File: config.mk
export PLATFORM = sky130hd
export DESIGN_NAME = rvfi_mem_harness
export DESIGN_NICKNAME = d
export VERILOG_FILES = /design/src/rtl/rvfi_mem_pkg.sv /design/src/rtl/rvfi_mem_chan.sv /design/src/rtl/rvfi_mem_harness.sv
export SDC_FILE = /design/constraint.sdc
export NUM_CORES = 1
export LEC_CHECK = 0
export ABC_AREA = 1
export ABC_CLOCK_PERIOD_IN_PS = 2000
export BUFFER_PORTS_ARGS = -buffer_cell sky130_fd_sc_hd__buf_2
export CAP_MARGIN = 20
export CORE_AREA = 2 2 120 122
export DETAILED_ROUTE_END_ITERATION = 10
export DIE_AREA = 0 0 122 124
export PLACE_DENSITY = 0.74
export SLEW_MARGIN = 20
export SYNTH_ARGS = -nofsm -noshare
export SYNTH_HDL_FRONTEND = slang
export SYNTH_SLANG_ARGS = --single-unit
File: constraint.sdc
create_clock -name clk -period 2 [get_ports clk]
set_clock_uncertainty 0.2 [all_clocks]
set_input_delay 0.6 -clock clk [delete_from_list [all_inputs] [get_ports clk]]
set_output_delay 0.6 -clock clk [all_outputs]
set_load 0.02 [all_outputs]
File: src/rtl/rvfi_mem_pkg.sv
// Shared constants and helpers for the rvfi memory harness channels.
package rvfi_mem_pkg;

  localparam logic [1:0] ST_IDLE = 2'd0;
  localparam logic [1:0] ST_WAIT = 2'd1;
  localparam logic [1:0] ST_RESP = 2'd2;

  localparam logic [1:0] SZ_B = 2'd0;
  localparam logic [1:0] SZ_H = 2'd1;
  localparam logic [1:0] SZ_W = 2'd2;
  localparam logic [1:0] SZ_D = 2'd3;

  // Dword accesses are only legal on a 64-bit data path.
  function automatic logic misaligned(input logic [2:0] addr_lo, input logic [1:0] size,
                                      input logic has_dword);
    logic res;
    case (size)
      SZ_B:    res = 1'b0;
      SZ_H:    res = addr_lo[0];
      SZ_W:    res = |addr_lo[1:0];
      default: res = !has_dword || (|addr_lo);
    endcase
    return res;
  endfunction

endpackage

File: src/rtl/rvfi_mem_chan.sv
// One memory channel: req/gnt handshake, bounded wait states, one-cycle response.
module rvfi_mem_chan
  import rvfi_mem_pkg::*;
#(
  parameter int unsigned ADDR_W    = 32,
  parameter int unsigned DATA_W    = 32,
  parameter int unsigned MAX_WAIT  = 4,
  parameter bit          HAS_WRITE = 1'b1
) (
  input  logic                clk,
  input  logic                reset,
  input  logic                req,
  input  logic [ADDR_W-1:0]   addr,
  input  logic                we,
  input  logic [1:0]          size,
  input  logic [DATA_W/8-1:0] wmask,
  input  logic [DATA_W-1:0]   wdata,
  input  logic                stall,
  input  logic [DATA_W-1:0]   rand_data,
  output logic                gnt,
  output logic                rvalid,
  output logic [DATA_W-1:0]   rdata,
  output logic                err,
  output logic                wr_valid,
  output logic [ADDR_W-1:0]   wr_addr,
  output logic [DATA_W/8-1:0] wr_mask,
  output logic [DATA_W-1:0]   wr_data
);

  localparam int unsigned MaskW = DATA_W / 8;
  localparam int unsigned CntW  = (MAX_WAIT > 0) ? $clog2(MAX_WAIT + 1) : 1;
  localparam logic [CntW-1:0] CntMax = CntW'(MAX_WAIT);

  logic [1:0]        state_q, state_d;
  logic [CntW-1:0]   cnt_q, cnt_d;
  logic [ADDR_W-1:0] addr_q, addr_d;
  logic              we_q, we_d;
  logic [MaskW-1:0]  mask_q, mask_d;
  logic [DATA_W-1:0] wdata_q, wdata_d;
  logic              err_q, err_d;
  logic [DATA_W-1:0] rdata_q, rdata_d;
  logic              we_eff;
  logic [1:0]        size_eff;

  assign we_eff   = HAS_WRITE && we;
  assign size_eff = HAS_WRITE ? size : SZ_W;

  always_comb begin
    // Gated by reset so nothing is granted while the harness is held in reset.
    gnt     = reset && req && (state_q == ST_IDLE || state_q == ST_RESP);
    state_d = state_q;
    cnt_d   = cnt_q;
    addr_d  = addr_q;
    we_d    = we_q;
    mask_d  = mask_q;
    wdata_d = wdata_q;
    err_d   = err_q;
    rdata_d = rdata_q;
    case (state_q)
      ST_IDLE: state_d = ST_IDLE;
      ST_WAIT: begin
        if (stall && cnt_q < CntMax) begin
          cnt_d = cnt_q + CntW'(1);
        end else begin
          state_d = ST_RESP;
          rdata_d = (err_q || we_q) ? '0 : rand_data;
        end
      end
      ST_RESP: state_d = ST_IDLE;
      default: state_d = ST_IDLE;
    endcase
    if (gnt) begin
      state_d = ST_WAIT;
      cnt_d   = '0;
      addr_d  = addr;
      we_d    = we_eff;
      mask_d  = wmask;
      wdata_d = wdata;
      err_d   = misaligned(addr[2:0], size_eff, DATA_W == 64);
    end
  end

  always_ff @(posedge clk or negedge reset) begin
    if (!reset) begin
      state_q <= ST_IDLE;
      cnt_q   <= '0;
      addr_q  <= '0;
      we_q    <= 1'b0;
      mask_q  <= '0;
      wdata_q <= '0;
      err_q   <= 1'b0;
      rdata_q <= '0;
    end else begin
      state_q <= state_d;
      cnt_q   <= cnt_d;
      addr_q  <= addr_d;
      we_q    <= we_d;
      mask_q  <= mask_d;
      wdata_q <= wdata_d;
      err_q   <= err_d;
      rdata_q <= rdata_d;
    end
  end

  assign rvalid   = (state_q == ST_RESP);
  assign rdata    = rdata_q;
  assign err      = err_q;
  assign wr_valid = rvalid && we_q && !err_q;
  assign wr_addr  = addr_q;
  assign wr_mask  = mask_q;
  assign wr_data  = wdata_q;

endmodule

File: src/rtl/rvfi_mem_harness.sv
// Two-channel memory model: read-only instruction channel and read/write data channel.
module rvfi_mem_harness
  import rvfi_mem_pkg::*;
#(
  parameter int unsigned ADDR_W   = 32,
  parameter int unsigned DATA_W   = 32,
  parameter int unsigned MAX_WAIT = 4
) (
  input  logic                clk,
  input  logic                reset,
  input  logic                i_req,
  input  logic [ADDR_W-1:0]   i_addr,
  output logic                i_gnt,
  output logic                i_rvalid,
  output logic [DATA_W-1:0]   i_rdata,
  output logic                i_err,
  input  logic                i_stall,
  input  logic [DATA_W-1:0]   i_rand_data,
  input  logic                d_req,
  input  logic [ADDR_W-1:0]   d_addr,
  input  logic                d_we,
  input  logic [1:0]          d_size,
  input  logic [DATA_W/8-1:0] d_wmask,
  input  logic [DATA_W-1:0]   d_wdata,
  output logic                d_gnt,
  output logic                d_rvalid,
  output logic [DATA_W-1:0]   d_rdata,
  output logic                d_err,
  input  logic                d_stall,
  input  logic [DATA_W-1:0]   d_rand_data,
  output logic                wr_valid,
  output logic [ADDR_W-1:0]   wr_addr,
  output logic [DATA_W/8-1:0] wr_mask,
  output logic [DATA_W-1:0]   wr_data
);

  logic                i_wr_valid;
  logic [ADDR_W-1:0]   i_wr_addr;
  logic [DATA_W/8-1:0] i_wr_mask;
  logic [DATA_W-1:0]   i_wr_data;
  logic                unused_i_wr;

  rvfi_mem_chan #(
    .ADDR_W   (ADDR_W),
    .DATA_W   (DATA_W),
    .MAX_WAIT (MAX_WAIT),
    .HAS_WRITE(1'b0)
  ) u_ichan (
    .clk      (clk),
    .reset    (reset),
    .req      (i_req),
    .addr     (i_addr),
    .we       (1'b0),
    .size     (SZ_W),
    .wmask    ('0),
    .wdata    ('0),
    .stall    (i_stall),
    .rand_data(i_rand_data),
    .gnt      (i_gnt),
    .rvalid   (i_rvalid),
    .rdata    (i_rdata),
    .err      (i_err),
    .wr_valid (i_wr_valid),
    .wr_addr  (i_wr_addr),
    .wr_mask  (i_wr_mask),
    .wr_data  (i_wr_data)
  );

  // The instruction channel never writes, so its trace outputs are dropped.
  assign unused_i_wr = ^{i_wr_valid, i_wr_addr, i_wr_mask, i_wr_data};

  rvfi_mem_chan #(
    .ADDR_W   (ADDR_W),
    .DATA_W   (DATA_W),
    .MAX_WAIT (MAX_WAIT),
    .HAS_WRITE(1'b1)
  ) u_dchan (
    .clk      (clk),
    .reset    (reset),
    .req      (d_req),
    .addr     (d_addr),
    .we       (d_we),
    .size     (d_size),
    .wmask    (d_wmask),
    .wdata    (d_wdata),
    .stall    (d_stall),
    .rand_data(d_rand_data),
    .gnt      (d_gnt),
    .rvalid   (d_rvalid),
    .rdata    (d_rdata),
    .err      (d_err),
    .wr_valid (wr_valid),
    .wr_addr  (wr_addr),
    .wr_mask  (wr_mask),
    .wr_data  (wr_data)
  );

endmodule

==> summary.txt <==
Global routing
  – GR Util met1: 25.60%
  – Total grt overflow: 0
  – Largest net degree at the start of global routing: 70
  – Initial antenna violation count: 1
  – First-pass GRT wire length: 24,550 um
  – Layer with the highest usage: met2
  – GRT met3 Usage: 6.319%
  – Met2 GRT Util: 34.15%
  – Vias in the first global route: 5,042
  – GRT Util Overall: 20.76%

Worst setup path
  – Crit start category: flip-flop
  – WS Path Type: flip-flop to output port
  – Crit. End Element: output port
  – Flop2flop setup slack: 0.39 ns
  – Arr. time, crit path: 1.24 ns
  – Worst Path Required: 1.20 ns
  – Crit path max fanout: 2

Clocking
  – CTS tree: built
  – CTS max path bufs: 2
  – Clk sinks: 145
  – CTS H-tree lvls: 4
  – Clock slew at reported path FFs: about 0.060 ns
  – Cts bufs inserted: 17
  – CTS root buf: clkbuf_16
  – Clk Latency, worst-skew pair: 0.41 ns

Routing
  – DR WL/cell: 13.96 um
  – DRT iter0 DRCs: 281
  – 1st-pass router iterations: 5
  – Routed Antenna Nets: 0
  – DRC violations left: 0
  – DR vias: about 5,300
  – Vias per cell: about 4.7
  – Final WL: 15,660 um

Layout
  – Fillers: approximately 1,300
  – Commonest non-fill, non-tap cell in the layout: nand2_1
  – Layout Nets: 1,106
  – Most frequent cells in the layout: 321 x nand2_1, 276 x buf_2, 144 x dfrtp_1, 58 x o21ai_0, 32 x nand4_1
  – Diode count: 0
  – Sequential standard cell area: 3630 um2
  – Layout Utilization: 59.02%
  – Layout area overhead: 40.63%
  – Layout cells sized above 1: 36.84%
  – Area of the multi-input gates: 1936 um2

STA
  – Max Slew Vio Count: 0
  – Tmin final: 2.039 ns
  – Hold Vio Cnt, Final: 0
  – Fmax: 490.3 MHz
  – Fin worst setup slack: -0.03937 ns
  – Worst-Margin Slew: 0.8492 ns
  – RSZ-0062 raised after global routing: yes
  – Hold Slack: 0.1267 ns
  – Max-Slew Margin vs Limit: a little over two fifths
  – Count of final setup violators: 1
  – Final period utilization: 102.0%

Job
  – Max-Cap Viols: 0

Synthesis
  – FF+latch count, synth: 145
  – Sequential share of the synthesized area: 63.02%
  – Gate Count Post-Synth: 648
  – Top post-synthesis cells by area: dfrtp_1 63%, nand2_1 21%, o21ai_0 5.0%
  – Cell variety after synth: 17
  – Synth top area share: approximately 63%
  – Yosys Warn Count: 0
  – Synth area leader: dfrtp_1
  – Syn nets: 823
  – Synth Cell Area: 5758 um2
  – Syn Area/Cell: 8.886 um2

Placement
  – Final Wtd Congestion: between 0.8 and 0.9
  – Input/output buffers: 281
  – Detail Placement HPWL: 11,070 um

Pwr
  – Peak VDD IR: 0.6880 mV
  – Leakage power: 0.004682 uW
  – PD cells: about 1200 nW/um2

Status
  – Failing checks: negative setup slack
  – Status: finished with violations

Die
  – Die span in x: 122 um
  – Starting Density: 41.97%
  – I/O pin count: 312
  – Rows: 43
  – Core area: 13,720 um2
  – Die Y: 124 um
  – Die area: 15,130 um2

Min path
  – HP Class: primary input to async pin
-- sequential cells by signal, summed over array words and instances (netlist names) --
register	flops
u_dchan.state_q	2
u_ichan.cnt_q	3
u_dchan.we_q	1
u_dchan.wr_data	32
u_ichan.err	1
u_dchan.wr_mask	4
u_dchan.wr_addr	32
u_dchan.rdata	32
u_ichan.state_q	2
u_ichan.rdata	32
u_dchan.err	1
u_dchan.cnt_q	3
-- worst paths after layout --
check,startpoint,endpoint,cells after the start
worst max-delay path,u_dchan.we_q$_DFFE_PN0P_,wr_valid,3
worst min-delay path,reset,u_dchan.rdata[13]$_DFFE_PN0P_,3
worst max register to register,u_dchan.state_q[0]$_DFFE_PN0P_,u_dchan.rdata[0]$_DFFE_PN0P_,6
worst min register to register,u_dchan.wr_data[15]$_DFFE_PN0P_,u_dchan.wr_data[15]$_DFFE_PN0P_,2
max in group asynchronous,reset,u_dchan.state_q[0]$_DFFE_PN0P_,3
min in group clk,d_wmask[2],u_dchan.wr_mask[2]$_DFFE_PN0P_,3
-- where the power goes --
group | total (uW) | leakage [uW] | internal [uW] | switching (uW)
combinational | 2910 | 0.00254 | 982 | 1920
sequential | 4010 | 0.00185 | 3640 | 367
clock | 3200 | 0.000291 | 2050 | 1160
total | 10100 | 0.00468 | 6670 | 3450
-- synth_stat cells, drive strengths merged --
library cell and instances:
inv 15, clkbuf 21, nand3b 1, nor4 1
nand2 321, ha 2, nand3 11, o21ai 68
dfrtp 145, nor2 12, nand4 32, buf 19
-- cell type report --
class,count,share of cell area (%)
inverters,15,0.6953
clock inverters,9,1.638
well taps,180,2.781
multi-input cells,448,23.90
repair buffers,304,20.35
clock buffers,21,5.810
flip-flops and latches,145,44.82
-- logic make-up (layout without fill, tap and decap cells) --
family          Yosys count  count (layout)  synth area share [%]
compound gates           68              68                 5.911
flops                   145             145                 63.02
buf+inv                  55             349                 4.042
fa+ha+maj                 2               2                0.4345
simple gates            378             378                 26.60
-- worst max-delay path, cell delays in order, from the launching register on --
cell	delay, ns
dfrtp_1	0.35
inv_2	0.04
nor4_2	0.25
buf_4	0.19
-- metrics by stage --
step	instance area [um2]	std cells	TNS (ns)	total power, uW	setup slack (ns)
5_1_grt	8098	1122	-0.1641	10720	-0.09185
4_1_cts	8074	1122	-0.08237	10230	-0.07314
6_report	8098	1122	-0.03937	10120	-0.03937
3_5_place_dp	7420	1089	0	6943	0.08752
3_3_place_gp	7420	1089	0	6874	0.09144
2_1_floorplan	5758	648	0	5727	0.001297
-- metal layers --
layer  vias to the layer above  routed length (um)
met5                         -                   0
met4                         0                 357
met3                        29                1401
met2                       228                7496
met1                      2437                6402
li1                       2630                   -
-- what timing repair did --
| item | CTS | global route |
|---|---|---|
| hold buffers | 0 | 0 |
| endpoints found under the setup margin | 3 | 4 |
| buffers inserted | 3 | 0 |
| resized for setup | 11 | 6 |
| pin swaps | 2 | 1 |
No activity file was read; power rests on OpenSTA's default activity.
